[config.mk]
export PLATFORM = sky130hd
export DESIGN_NAME = lsu_flat
export DESIGN_NICKNAME = d
export VERILOG_FILES = /design/src/rtl/lsu_pkg.sv /design/src/rtl/lsu_if.sv /design/src/rtl/lsu_extend.sv /design/src/rtl/lsu.sv /design/src/flat_wrapper.sv
export SDC_FILE = /design/constraint.sdc
export NUM_CORES = 1
export LEC_CHECK = 0
export BUFFER_PORTS_ARGS = -buffer_cell sky130_fd_sc_hd__buf_2
export CORE_AREA = 2 2 155 157
export CTS_CLUSTER_SIZE = 30
export DETAILED_ROUTE_END_ITERATION = 16
export DIE_AREA = 0 0 157 159
export GPL_ROUTABILITY_DRIVEN = 0
export SYNTH_ARGS = -nofsm -noshare
export SYNTH_HDL_FRONTEND = slang
export SYNTH_HIERARCHICAL = 1
export SYNTH_SLANG_ARGS = --single-unit
[constraint.sdc]
create_clock -name clk -period 2.85 [get_ports clk]
set_clock_uncertainty 0.05 [all_clocks]
set_input_delay 0.4275 -clock clk [delete_from_list [all_inputs] [get_ports clk]]
set_output_delay 0.4275 -clock clk [all_outputs]
set_load 0.05 [all_outputs]
[src/rtl/lsu_pkg.sv]
// Shared types and helpers for the load/store unit: access sizes, FSM states,
// RAM lane reordering and natural-alignment checking.
package lsu_pkg;

  typedef enum logic [1:0] {
    LEN_B = 2'b00,
    LEN_H = 2'b01,
    LEN_W = 2'b10,
    LEN_D = 2'b11
  } len_e;

  typedef enum logic [1:0] {
    IDLE   = 2'b00,
    ACCESS = 2'b01,
    RESP   = 2'b10
  } lsu_state_e;

  // The RAM writes in[63:56] to the lowest address, so byte k of the data goes to lane 7-k.
  function automatic logic [63:0] byte_rev64(input logic [63:0] d);
    logic [63:0] r;
    r = '0;
    for (int k = 0; k < 8; k++) begin
      r[63-8*k -: 8] = d[8*k +: 8];
    end
    return r;
  endfunction

  function automatic logic misaligned(input logic [2:0] addr, input len_e len);
    logic m;
    case (len)
      LEN_B:   m = 1'b0;
      LEN_H:   m = addr[0];
      LEN_W:   m = |addr[1:0];
      default: m = |addr[2:0];
    endcase
    return m;
  endfunction

  function automatic logic [63:0] len_mask(input len_e len);
    logic [63:0] m;
    case (len)
      LEN_B:   m = 64'h0000_0000_0000_00ff;
      LEN_H:   m = 64'h0000_0000_0000_ffff;
      LEN_W:   m = 64'h0000_0000_ffff_ffff;
      default: m = 64'hffff_ffff_ffff_ffff;
    endcase
    return m;
  endfunction

endpackage

[src/rtl/lsu_if.sv]
// Execute-stage request/response channels plus the RAM data port, as seen by the LSU.
interface lsu_if #(
  parameter int unsigned ALEN = 64,
  parameter int unsigned DLEN = 64
);

  logic            req_valid;
  logic            req_ready;
  logic            req_we;
  logic [ALEN-1:0] req_addr;
  logic [1:0]      req_len;
  logic            req_signed;
  logic [DLEN-1:0] req_wdata;

  logic            rsp_valid;
  logic            rsp_ready;
  logic [DLEN-1:0] rsp_rdata;
  logic            rsp_err;

  logic [ALEN-1:0] mem_addr;
  logic [DLEN-1:0] mem_wdata;
  logic [1:0]      mem_len;
  logic            mem_we;
  logic            mem_re;
  logic [DLEN-1:0] mem_rdata;

  // LSU side
  modport slave (
    input  req_valid, req_we, req_addr, req_len, req_signed, req_wdata,
    output req_ready,
    output rsp_valid, rsp_rdata, rsp_err,
    input  rsp_ready,
    output mem_addr, mem_wdata, mem_len, mem_we, mem_re,
    input  mem_rdata
  );

  // Execute stage and RAM side
  modport master (
    output req_valid, req_we, req_addr, req_len, req_signed, req_wdata,
    input  req_ready,
    input  rsp_valid, rsp_rdata, rsp_err,
    output rsp_ready,
    input  mem_addr, mem_wdata, mem_len, mem_we, mem_re,
    output mem_rdata
  );

endinterface

[src/rtl/lsu_extend.sv]
// Load data extraction: picks the low-order bytes of the RAM word for the access
// size and sign- or zero-extends them to the full data width.
module lsu_extend
  import lsu_pkg::*;
#(
  parameter int unsigned DLEN = 64
) (
  input  logic [DLEN-1:0] mem_rdata,
  input  len_e            len,
  input  logic            sgn,
  output logic [DLEN-1:0] rdata
);

  always_comb begin
    rdata = '0;
    case (len)
      LEN_B:   rdata = {{(DLEN-8){sgn & mem_rdata[7]}}, mem_rdata[7:0]};
      LEN_H:   rdata = {{(DLEN-16){sgn & mem_rdata[15]}}, mem_rdata[15:0]};
      LEN_W:   rdata = {{(DLEN-32){sgn & mem_rdata[31]}}, mem_rdata[31:0]};
      default: rdata = mem_rdata;
    endcase
  end

endmodule

[src/rtl/lsu.sv]
// Load/store unit: one outstanding memory operation, three-state FSM with registered
// RAM strobes and a held response until the execute stage consumes it.
module lsu
  import lsu_pkg::*;
#(
  parameter int unsigned ALEN = 64,
  parameter int unsigned DLEN = 64
) (
  input logic  clk,
  input logic  rst,
  lsu_if.slave bus
);

  lsu_state_e      state_q, state_d;
  len_e            len_q, len_d;
  logic            we_q, we_d;
  logic            sgn_q, sgn_d;
  logic            err_q, err_d;
  logic [DLEN-1:0] rdata_q, rdata_d;
  logic [ALEN-1:0] mem_addr_q, mem_addr_d;
  logic [DLEN-1:0] mem_wdata_q, mem_wdata_d;
  logic            mem_we_q, mem_we_d;
  logic            mem_re_q, mem_re_d;
  logic [DLEN-1:0] ext_rdata;
  len_e            req_len;
  logic            req_mis;

  assign req_len = len_e'(bus.req_len);
  assign req_mis = misaligned(bus.req_addr[2:0], req_len);

  lsu_extend #(
    .DLEN(DLEN)
  ) u_extend (
    .mem_rdata(bus.mem_rdata),
    .len      (len_q),
    .sgn      (sgn_q),
    .rdata    (ext_rdata)
  );

  always_ff @(posedge clk) begin
    if (rst) begin
      state_q <= IDLE;
    end else begin
      state_q <= state_d;
    end
  end

  always_comb begin
    state_d     = state_q;
    len_d       = len_q;
    we_d        = we_q;
    sgn_d       = sgn_q;
    err_d       = err_q;
    rdata_d     = rdata_q;
    mem_addr_d  = mem_addr_q;
    mem_wdata_d = mem_wdata_q;
    // Strobes are pulses: they only survive the single cycle spent in ACCESS.
    mem_we_d    = 1'b0;
    mem_re_d    = 1'b0;

    case (state_q)
      IDLE: begin
        if (bus.req_valid) begin
          len_d      = req_len;
          we_d       = bus.req_we;
          sgn_d      = bus.req_signed;
          mem_addr_d = bus.req_addr;
          rdata_d    = '0;
          err_d      = req_mis;
          if (req_mis) begin
            state_d = RESP;
          end else begin
            state_d     = ACCESS;
            mem_we_d    = bus.req_we;
            mem_re_d    = ~bus.req_we;
            mem_wdata_d = bus.req_we ? byte_rev64(bus.req_wdata & len_mask(req_len)) : '0;
          end
        end
      end
      ACCESS: begin
        state_d = RESP;
        if (!we_q) begin
          rdata_d = ext_rdata;
        end
      end
      RESP: begin
        if (bus.rsp_ready) begin
          state_d = IDLE;
        end
      end
      default: state_d = IDLE;
    endcase
  end

  always_ff @(posedge clk) begin
    if (rst) begin
      len_q       <= LEN_B;
      we_q        <= 1'b0;
      sgn_q       <= 1'b0;
      err_q       <= 1'b0;
      rdata_q     <= '0;
      mem_addr_q  <= '0;
      mem_wdata_q <= '0;
      mem_we_q    <= 1'b0;
      mem_re_q    <= 1'b0;
    end else begin
      len_q       <= len_d;
      we_q        <= we_d;
      sgn_q       <= sgn_d;
      err_q       <= err_d;
      rdata_q     <= rdata_d;
      mem_addr_q  <= mem_addr_d;
      mem_wdata_q <= mem_wdata_d;
      mem_we_q    <= mem_we_d;
      mem_re_q    <= mem_re_d;
    end
  end

  assign bus.req_ready = (state_q == IDLE);
  assign bus.rsp_valid = (state_q == RESP);
  assign bus.rsp_rdata = rdata_q;
  assign bus.rsp_err   = err_q;
  assign bus.mem_addr  = mem_addr_q;
  assign bus.mem_wdata = mem_wdata_q;
  assign bus.mem_len   = len_q;
  assign bus.mem_we    = mem_we_q;
  assign bus.mem_re    = mem_re_q;

  a_strobe_exclusive : assert property (@(posedge clk) disable iff (rst)
    !(bus.mem_we && bus.mem_re));

  a_strobe_in_access : assert property (@(posedge clk) disable iff (rst)
    (bus.mem_we || bus.mem_re) |-> (state_q == ACCESS));

  a_rsp_stable : assert property (@(posedge clk) disable iff (rst)
    (bus.rsp_valid && !bus.rsp_ready) |=>
      (bus.rsp_valid && $stable(bus.rsp_rdata) && $stable(bus.rsp_err)));

endmodule

[src/flat_wrapper.sv]
// flat-port wrapper written by rule: the top's interface ports become plain ports
module lsu_flat import lsu_pkg::*;
#(
  parameter int unsigned ALEN = 64,
  parameter int unsigned DLEN = 64
)
  (clk, rst, bus_req_valid, bus_req_we, bus_req_addr, bus_req_len, bus_req_signed, bus_req_wdata, bus_req_ready, bus_rsp_valid, bus_rsp_rdata, bus_rsp_err, bus_rsp_ready, bus_mem_addr, bus_mem_wdata, bus_mem_len, bus_mem_we, bus_mem_re, bus_mem_rdata);
  lsu_if #(.ALEN(ALEN), .DLEN(DLEN)) bus_i ();
  input logic clk;
  input logic rst;
  input wire logic [$bits(bus_i.req_valid)-1:0] bus_req_valid;
  input wire logic [$bits(bus_i.req_we)-1:0] bus_req_we;
  input wire logic [$bits(bus_i.req_addr)-1:0] bus_req_addr;
  input wire logic [$bits(bus_i.req_len)-1:0] bus_req_len;
  input wire logic [$bits(bus_i.req_signed)-1:0] bus_req_signed;
  input wire logic [$bits(bus_i.req_wdata)-1:0] bus_req_wdata;
  output wire logic [$bits(bus_i.req_ready)-1:0] bus_req_ready;
  output wire logic [$bits(bus_i.rsp_valid)-1:0] bus_rsp_valid;
  output wire logic [$bits(bus_i.rsp_rdata)-1:0] bus_rsp_rdata;
  output wire logic [$bits(bus_i.rsp_err)-1:0] bus_rsp_err;
  input wire logic [$bits(bus_i.rsp_ready)-1:0] bus_rsp_ready;
  output wire logic [$bits(bus_i.mem_addr)-1:0] bus_mem_addr;
  output wire logic [$bits(bus_i.mem_wdata)-1:0] bus_mem_wdata;
  output wire logic [$bits(bus_i.mem_len)-1:0] bus_mem_len;
  output wire logic [$bits(bus_i.mem_we)-1:0] bus_mem_we;
  output wire logic [$bits(bus_i.mem_re)-1:0] bus_mem_re;
  input wire logic [$bits(bus_i.mem_rdata)-1:0] bus_mem_rdata;
  assign bus_i.req_valid = bus_req_valid;
  assign bus_i.req_we = bus_req_we;
  assign bus_i.req_addr = bus_req_addr;
  assign bus_i.req_len = bus_req_len;
  assign bus_i.req_signed = bus_req_signed;
  assign bus_i.req_wdata = bus_req_wdata;
  assign bus_req_ready = bus_i.req_ready;
  assign bus_rsp_valid = bus_i.rsp_valid;
  assign bus_rsp_rdata = bus_i.rsp_rdata;
  assign bus_rsp_err = bus_i.rsp_err;
  assign bus_i.rsp_ready = bus_rsp_ready;
  assign bus_mem_addr = bus_i.mem_addr;
  assign bus_mem_wdata = bus_i.mem_wdata;
  assign bus_mem_len = bus_i.mem_len;
  assign bus_mem_we = bus_i.mem_we;
  assign bus_mem_re = bus_i.mem_re;
  assign bus_i.mem_rdata = bus_mem_rdata;
  lsu #(.ALEN(ALEN), .DLEN(DLEN)) u_core (.clk(clk), .rst(rst), .bus(bus_i));
endmodule
==> results of run 1 <==
final cells by class:
cell class,count,share of cell area (%)
tap,319,3.649
clock inverter,4,0.6407
timing repair buffer,413,19.72
sequential,201,36.80
antenna,3,0.06864
inverter,2,0.06864
multi-input combinational,665,32.43
clock buffer,35,6.613
cell families (layout without fill, tap and decap cells):
kind of cell    after synthesis  after routing
flops                       201            201
buf+inv                     111            454
mux                          33             33
simple gates                404            404
compound gates              228            228
other cells                   0              3
worst paths after layout:
| check | to | slack [ps] | cells past startpoint |
|---|---|---|---|
| max | bus_mem_len[1] | 480 | 2 |
| min | u_core/bus.mem_wdata[22]$_SDFFE_PP0P_ | 80 | 2 |
| max reg2reg | u_core/bus.rsp_rdata[25]$_SDFFE_PP0P_ | 710 | 4 |
| min reg2reg | u_core/bus.mem_addr[2]$_SDFFE_PP0N_ | 400 | 2 |
metal layers:
| metal | global-route usage [%] | vias up | routed length [um] |
|---|---|---|---|
| met4 | 6.797 | 0 | 745 |
| met3 | 5.607 | 53 | 2264 |
| li1 | - | 4005 | - |
| met5 | 0 | - | 0 |
| met2 | 37.16 | 308 | 13620 |
| met1 | 25.88 | 3792 | 11500 |
cells in the mapped netlist, types with 2 or more instances:
cell      count
o211ai_1     18
buf_2        19
o21ai_0      18
buf_6         6
dfxtp_1     201
mux2i_1      32
nor2_1        4
a32o_1       32
a21oi_1     134
buf_4         9
nand3_1     111
clkbuf_1     71
a211oi_1      2
o21ai_1       6
nor3_1        2
nor3b_1       3
nor2b_1       2
nand2_1     273
buf_1         3
o211ai_2     14
through the flow:
stage | cell area (um2) | utilization, % | worst slack [ps] | hold WS [ps]
3_3_place_gp | 10140 | 43.70 | 602.4 | 389.4
3_5_place_dp | 10140 | 43.70 | 612.7 | 394.0
5_1_grt | 10940 | 47.16 | 369.6 | 60.20
2_1_floorplan | 8070 | - | 1046 | 395.2
4_1_cts | 10930 | 47.12 | 468.5 | 59.33
6_report | 10940 | 47.16 | 484.4 | 75.23
flip-flops by register name (all words and copies together) (netlist names):
signal and cells:
u_core/sgn_q 1, u_core/bus.mem_we 1, u_core/bus.mem_wdata 64, u_core/bus.rsp_rdata 64, u_core/bus.rsp_err 1, u_core/state_q 2, u_core/bus.mem_len 2, u_core/bus.mem_addr 64
u_core/we_q 1, u_core/bus.mem_re 1
report_power, final:
part           switching, mW  total, mW  internal [mW]
Clock                   1.17       3.09           1.92
Sequential            0.0545       2.96           2.90
Combinational          0.785       1.08          0.299
==> results by group, run 1 <==
Outcome
  – Outcome: completed

Critical path
  – CP Capture Type: output port
  – Worst path cell trace: buf_4, buf_2
  – Setup CP Type: flip-flop to output port
  – Critical path's top delay family: buffers and inverters
  – CP bufs+invs: 2
  – Worst setup path start: u_core/bus.mem_len[1]$_SDFFE_PP0N_
  – Critical path data required time: approximately 2400 ps
  – RR Startpoint: u_core/bus.mem_len[1]$_SDFFE_PP0N_
  – Crit Path Max Fanout: 35
  – Crit path arrival time: approximately 1900 ps
  – CP max stage delay: 610 ps
  – Worst path slowest cell: dfxtp_2
  – Worst setup SP type: flip-flop

Detailed routing
  – Post-route ant nets: 0
  – Wirelength per Cell: about 17 um
  – Vias after detailed routing: a little over 8,000
  – DRC viols: 0
  – Via/cell ratio: ~5.0
  – DRT Pass-1 Iters: 5
  – Routed WL: about 28,000 um
  – DR iter-0 viols: between 400 and 500

Yosys
  – Net Count, Synth: 1,177
  – Top cell type's share of synthesized area: around 50%
  – Adder-cell share of the synthesized area: 0%
  – Largest family of logic cells by synthesized area: simple AND/OR/NAND/NOR gates
  – Synthesis Warnings: 6
  – Complex-gate fraction of the synthesized area: 18.20%
  – Synth unique cells: 37
  – Synth Area in Simple Gates: a little over a fifth
  – Post-synthesis sequential area ratio: approximately half
  – XOR/XNOR share of the synthesized area: 0%
  – Synth area leader: dfxtp_1
  – Post-synth EDFFs: 0
  – Synth Register Bits: between 200 and 250
  – Ys async rst share: 0%
  – Avg Cell Area, Syn: about 8.3 um2
  – Multiplexer share of the synthesized area: between 4 and 5%
  – Syn Inst Count: ~1,000
  – Main synth FF type: dfxtp_1
  – Synth top area cells: dfxtp_1 50%, nand2_1 13%, a21oi_1 8.3%
  – Synthesized cell area: 0.008070 mm2

Final layout
  – Final net count: approximately 1,500
  – Area of the multi-input gates: ~0.0035 mm2
  – Final Non-Filler Cells: ~1,600
  – Most frequent cells in the layout: 397 x buf_2, 273 x nand2_1, 200 x dfxtp_1, 134 x a21oi_1, 111 x nand3_1
  – Layout cells sized above 1: a little over a third
  – Storage cell area: 0.004025 mm2
  – Area growth from synthesis to layout: 35.52%
  – Layout fillers: about 2,400
  – Leading cell type in the layout, fill and taps excluded: buf_2

Timing
  – Worst slew margin: between 20% and 30%
  – TNS Setup: 0 ps
  – Final Cycle Share: ~83%
  – Measured slew at the worst slew-check pin: about 1200 ps
  – Max Clock Freq: approximately 420 MHz
  – Final Setup Violations: 0
  – Fin. max-slew vios: 0
  – Final hold viol count: 0
  – RSZ-0062 raised after global routing: false
  – Fin crit period: 2366 ps

Worst hold path
  – HP Class: primary input to flip-flop
  – Hold Startpoint: bus_req_wdata[46]

Power
  – Cell Pwr Density: roughly 650 mW/mm2
  – Static leakage: a little over 5 nW
  – Worst IR Drop VDD: ~0.39 mV
  – Power Total: approximately 7 mW

Global route
  – Vias in the first global route: between 7,000 and 8,000
  – First-pass GRT wire length: approximately 43,000 um
  – GRT Total Usage: 21.49%
  – Largest net degree at the start of global routing: about 130
  – Overflow after GRT: 0
  – Initial antenna violation count: 4

CTS
  – Post-cts resize count: 0
  – Root Driver: clkbuf_16
  – Worst skew pair latency: ~500 ps
  – Setup Fix Bufs, Post-CTS: 0
  – Hold Buf Count CTS: 0
  – CTS buffer count: 24
  – Num Clock Sinks: ~200
  – Reg clk slew, reported paths: about 60 ps
  – TritonCTS clock tree: yes
  – H-tree Lvls: 1
  – Deepest clock path buffer count: 3

Flow run
  – Max_cap viols: 0

Placed design
  – Placed Cells: 1,600
  – Detailed placement HPWL: about 19,000 um
  – I/O Buffers: a little under 400

Floorplan
  – Chip Width: between 150 and 200 um
  – Initial Util: about a third
  – I/O pins: 399
  – Area of the core: around 0.023 mm2
  – Die area: between 0.02 and 0.025 mm2
  – Row cnt: 56
  – Chip height: between 150 and 200 um
Note: power is estimated with default switching activity, not from simulation.
==> run 2: changes to the inputs <==
==> constraint.sdc (replaced) <==
create_clock -name clk -period 2.5 [get_ports clk]
set_clock_uncertainty 0.05 [all_clocks]
set_input_delay 0.375 -clock clk [delete_from_list [all_inputs] [get_ports clk]]
set_output_delay 0.375 -clock clk [all_outputs]
set_load 0.05 [all_outputs]
==> results by group, run 2 (synthesized netlist as in run 1, its figures left out) <==
Floorplan
  – Chip Width: 157 um (unchanged)
  – Chip height: 159 um (unchanged)
  – Initial Util: 34.80% (unchanged)
  – I/O pins: 399 (unchanged)
  – Area of the core: 0.02319 mm2 (unchanged)
  – Die area: 0.02496 mm2 (unchanged)
  – Row cnt: 56 (unchanged)

CTS
  – Root Driver: clkbuf_16
  – TritonCTS clock tree: yes
  – Post-cts resize count: 0 (unchanged)
  – H-tree Lvls: 1 (unchanged)
  – Worst skew pair latency: 500 ps (about the same)
  – CTS buffer count: 23 (-4.2%)
  – Hold Buf Count CTS: 0 (unchanged)
  – Setup Fix Bufs, Post-CTS: 0 (unchanged)
  – Num Clock Sinks: 201 (unchanged)
  – Reg clk slew, reported paths: 60 ps (about the same)
  – Deepest clock path buffer count: 3 (unchanged)

Timing
  – Fin. max-slew vios: 0 (unchanged)
  – Final Cycle Share: 81.71%
  – Max Clock Freq: between 400 and 500 MHz
  – Worst slew margin: 59.77% (+40 points)
  – Measured slew at the worst slew-check pin: 603.5 ps (-595.2 ps)
  – Final worst slack: 457.1 ps (-27.30 ps)
  – RSZ-0062 raised after global routing: false
  – Final hold viol count: 0 (unchanged)
  – Fin crit period: about 2000 ps
  – Final Setup Violations: 0 (unchanged)
  – TNS Setup: 0 ps (unchanged)

Critical path
  – Crit path arrival time: 1620 ps (-270 ps)
  – Slack of the worst reg-to-reg path: 570 ps (-140 ps)
  – CP max stage delay: 520 ps (-90 ps)
  – Worst path slowest cell: dfxtp_2
  – Setup CP Type: flip-flop to output port
  – RR Startpoint: u_core/state_q[1]$_SDFFE_PP0P_
  – Worst setup SP type: flip-flop
  – Critical path data required time: 2080 ps (-290 ps)
  – RR Endpoint: u_core/bus.mem_wdata[19]$_SDFFE_PP0P_
  – Worst setup path start: u_core/bus.mem_len[1]$_SDFFE_PP0N_
  – Worst path cell trace: buf_4, buf_2
  – Setup crit end: bus_mem_len[1]
  – Crit Path Max Fanout: 20 (-43%)
  – Worst R2R Path Depth: 4 (unchanged)
  – CP Capture Type: output port

Final layout
  – Most frequent cells in the layout: 397 x buf_2, 273 x nand2_1, 200 x dfxtp_1, 134 x a21oi_1, 111 x nand3_1
  – Final net count: 1,512 (+0.33%)
  – Area growth from synthesis to layout: 36.00%
  – Layout fillers: 2,330 (-1.1%)
  – Layout cells sized above 1: 36.12% (+0.29 points)
  – Leading cell type in the layout, fill and taps excluded: buf_2

Detailed routing
  – DRC viols: 0 (unchanged)
  – Wirelength per Cell: 17.07 um (-0.36%)
  – Via/cell ratio: 4.964 (about the same)
  – Routed WL: 28,160 um (+0.12%)
  – DRT Pass-1 Iters: 7 (+2)
  – Vias after detailed routing: 8,191 (+0.40%)
  – Post-route ant nets: 0 (unchanged)
  – DR iter-0 viols: 667 (+35%)

Global route
  – Vias in the first global route: 7,895 (+0.18%)
  – Overflow after GRT: 0 (unchanged)
  – Initial antenna violation count: 7 (+3)
  – GRT Total Usage: 21.26% (-0.22 points)
  – First-pass GRT wire length: 43,040 um (-0.54%)
  – Largest net degree at the start of global routing: 113 (-16%)

Power
  – Worst IR Drop VDD: 0.5851 mV (+49%)
  – Cell Pwr Density: 721.2 mW/mm2 (+11%)
  – Static leakage: 5.083 nW (+0.40%)

Worst hold path
  – WHS Path Cells: 2 (unchanged)
  – HP Class: primary input to flip-flop

Placed design
  – I/O Buffers: 398 (unchanged)
  – Pre-CTS setup slack: 487.5 ps (-125.2 ps)
  – Detailed placement HPWL: 19,110 um (about the same)

Outcome
  – Outcome: completed

Flow run
  – Max_cap viols: 0 (unchanged)
==> run 2: cell count changes in the layout (fill, tap and decap cells not counted) <==
cell / delta
buf_12: +4
buf_4: +2
bufinv_16: -1
clkbuf_16: -2
clkinv_2: +2
diode_2: +2
inv_6: +1
==> run 2: how the worst min path moves through the flow <==
stage	slack (ps)	end	start
after detailed placement	390	u_core/bus.mem_addr[4]$_SDFFE_PP0N_	u_core/bus.mem_addr[4]$_SDFFE_PP0N_
after global placement	390	u_core/bus.mem_addr[36]$_SDFFE_PP0N_	u_core/bus.mem_addr[36]$_SDFFE_PP0N_
after global routing	20	u_core/bus.mem_wdata[18]$_SDFFE_PP0P_	bus_req_wdata[42]
final	30	u_core/bus.mem_wdata[7]$_SDFFE_PP0P_	bus_req_wdata[63]
after floorplan	400	u_core/we_q$_SDFFE_PP0N_	u_core/we_q$_SDFFE_PP0N_
after CTS	9	u_core/bus.mem_wdata[7]$_SDFFE_PP0P_	bus_req_wdata[63]
==> run 2: per-stage QoR <==
stage	cell area [um2]	total power [mW]	util, %	hold WS, ps	instances
after global placement	10230	4.708	44.11	389.5	1606
after global routing	10980	8.249	47.32	23.09	1650
after CTS	10960	8.022	47.27	8.847	1645
final	10980	7.916	47.32	29.42	1650
after floorplan	8070	4.283	-	395.2	977
after detailed placement	10230	4.710	44.11	393.0	1606
==> run 2: critical path, delay by kind of cell, from the launching register on <==
kind,cells,cell delay (ps)
buf+inv,2,590
flops,1,520
==> run 2: final cells by class <==
cell class	count	area, um2	share of cell area, %
inverter	2	7.507	0.06840
clock buffer	33	673.1	6.133
multi-input combinational	665	3547	32.32
tap	319	399.1	3.637
timing repair buffer	419	2252	20.52
antenna	5	12.51	0.1140
sequential	201	4025	36.67
clock inverter	6	58.81	0.5358
==> run 2: report_power, final <==
part	total (mW)	leakage, nW	internal [mW]	switching [mW]
clock network	3.28	0.366	1.96	1.32
registers	3.37	1.63	3.31	0.0610
logic	1.26	3.08	0.362	0.897
==> run 2: per-layer routing <==
layer	global-route usage, %	share of wire [%]	vias to the layer above	wire, um
met5	0	0.046	-	13
met4	7.590	3.0	2	846
met3	6.587	8.6	58	2419
met2	35.51	48	309	13480
met1	25.70	40	3812	11400
li1	-	-	4010	-
==> run 3: changes to the inputs <==
==> constraint.sdc (replaced) <==
create_clock -name clk -period 2.05 [get_ports clk]
set_clock_uncertainty 0.05 [all_clocks]
set_input_delay 0.3075 -clock clk [delete_from_list [all_inputs] [get_ports clk]]
set_output_delay 0.3075 -clock clk [all_outputs]
set_load 0.05 [all_outputs]
==> results by group, run 3 (synthesized netlist as in run 1, its figures left out) <==
Outcome
  – Outcome: completed

Timing
  – Fin. max-slew vios: 0 (unchanged)
  – Measured slew at the worst slew-check pin: 674.8 ps (+71.30 ps)
  – RSZ-0062 raised after global routing: false
  – Worst slew margin: 55.01% (-4.8 points)
  – TNS Setup: 0 ps (unchanged)
  – Final Setup Violations: 0 (unchanged)
  – Final hold viol count: 0 (unchanged)
  – Max Clock Freq: ~540 MHz
  – Fin crit period: between 1500 and 2000 ps
  – Final Cycle Share: between 90 and 100%

CTS
  – Root Driver: clkbuf_16
  – Num Clock Sinks: 201 (unchanged)
  – CTS buffer count: 23 (unchanged)
  – Reg clk slew, reported paths: 60 ps (about the same)
  – TritonCTS clock tree: yes
  – Worst skew pair latency: 500 ps (about the same)
  – Deepest clock path buffer count: 3 (unchanged)
  – H-tree Lvls: 1 (unchanged)
  – Post-cts resize count: 0 (unchanged)

Critical path
  – RR Startpoint: u_core/state_q[0]$_SDFFE_PP0P_
  – Crit path arrival time: 1490 ps (-130 ps)
  – Critical path data required time: 1690 ps (-390 ps)
  – Critical path's top delay family: buffers and inverters
  – Crit Path Max Fanout: 10 (-50%)
  – Worst setup SP type: flip-flop
  – CP bufs+invs: 2 (unchanged)
  – Setup CP Type: flip-flop to output port
  – Worst path cell trace: buf_4, buf_2
  – Worst setup path start: u_core/bus.mem_len[0]$_SDFFE_PP0N_
  – Worst path slowest cell: dfxtp_1
  – CP Capture Type: output port
  – CP max stage delay: 490 ps (-30 ps)

Detailed routing
  – DR iter-0 viols: 629 (-5.7%)
  – DRC viols: 0 (unchanged)
  – Post-route ant nets: 0 (unchanged)
  – Via/cell ratio: 4.961 (about the same)
  – Routed WL: 29,680 um (+5.4%)
  – Wirelength per Cell: 16.71 um (-2.1%)
  – Vias after detailed routing: 8,811 (+7.6%)
  – DRT Pass-1 Iters: 5 (-2)

Global route
  – Overflow after GRT: 0 (unchanged)
  – First-pass GRT wire length: 45,920 um (+6.7%)
  – Initial antenna violation count: 5 (-2)
  – Largest net degree at the start of global routing: 72 (-36%)
  – GRT Total Usage: 22.61% (+1.3 points)
  – Vias in the first global route: 8,609 (+9.0%)

Flow run
  – Max_cap viols: 0 (unchanged)

Final layout
  – Most frequent cells in the layout: 397 x buf_2, 273 x nand2_1, 200 x dfxtp_1, 134 x a21oi_1, 119 x dlygate4sd3_1
  – Final net count: 1,636 (+8.2%)
  – Leading cell type in the layout, fill and taps excluded: buf_2
  – Area growth from synthesis to layout: 51.86%
  – Final Non-Filler Cells: 1,776 (+7.6%)
  – Layout cells sized above 1: 33.52% (-2.6 points)

Power
  – Cell Pwr Density: 824.5 mW/mm2 (+14%)
  – Worst IR Drop VDD: 0.6948 mV (+19%)
  – Static leakage: 5.623 nW (+11%)
  – Power Total: 10.10 mW (+28%)

Floorplan
  – Initial Util: 34.80% (unchanged)
  – Die area: 0.02496 mm2 (unchanged)
  – Chip height: 159 um (unchanged)
  – I/O pins: 399 (unchanged)
  – Row cnt: 56 (unchanged)
  – Area of the core: 0.02319 mm2 (unchanged)
  – Chip Width: 157 um (unchanged)

Worst hold path
  – HP Class: primary input to flip-flop
  – Hold Startpoint: bus_req_addr[1]

Placed design
  – I/O Buffers: 398 (unchanged)
  – Placed Cells: 1,611 (+0.31%)
  – Detailed placement HPWL: 19,420 um (+1.6%)
-- run 3: path summary, 6_finish.rpt --
check        cells past startpoint  slack (ps)                               endpoint
max reg2reg                      4         300  u_core/bus.mem_wdata[31]$_SDFFE_PP0P_
max                              2         200                         bus_mem_len[0]
min reg2reg                      2         400   u_core/bus.mem_addr[58]$_SDFFE_PP0N_
min                              3          30    u_core/bus.mem_addr[1]$_SDFFE_PP0N_
-- run 3: final cells by class --
class | instances | area (um2)
Clock inverter | 11 | 140.1
Timing Repair Buffer | 543 | 3481
Inverter | 2 | 7.507
Fill cell | 2145 | 10940
Clock buffer | 31 | 645.6
Multi-Input combinational cell | 665 | 3547
Sequential cell | 201 | 4025
Antenna cell | 4 | 10.01
Tap cell | 319 | 399.1
-- run 3: timing repair --
action / CTS / global route
hold buffers: 119 / 0
buffers inserted: 0 / 0
hold endpoints to repair: 119 / 0
-- run 3: through the flow --
step / hold WS [ps] / setup WS, ps / util (%) / instance area (um2)
final: 27.09 / 199.2 / 52.84 / 12260
after global routing: 9.304 / 98.57 / 52.84 / 12260
after CTS: 1.188 / 141.7 / 52.80 / 12250
after detailed placement: 394.6 / 246.0 / 44.28 / 10270
after global placement: 389.4 / 268.3 / 44.28 / 10270
after floorplan: 383.3 / 246.0 / - / 8070
-- run 3: worst reg2reg max path, cell delays in order (launching register included) --
cell,delay [ps]
dfxtp_1,360
or3b_4,420
a211o_2,320
buf_12,190
a32o_1,320
-- run 3: per-layer routing --
| metal | global-route usage, % | up-vias | routed length (um) |
|---|---|---|---|
| met4 | 9.633 | 0 | 1271 |
| met1 | 26.90 | 4085 | 11960 |
| li1 | - | 4276 | - |
| met2 | 38.28 | 376 | 14130 |
| met3 | 5.961 | 74 | 2318 |
| met5 | 0 | - | 0 |
-- run 3: report_power, final --
group	leakage [nW]	switching, mW	total [mW]	internal [mW]
combinational	3.60	1.15	1.74	0.593
sequential	1.63	0.0677	4.11	4.04
clock	0.388	1.66	4.26	2.59
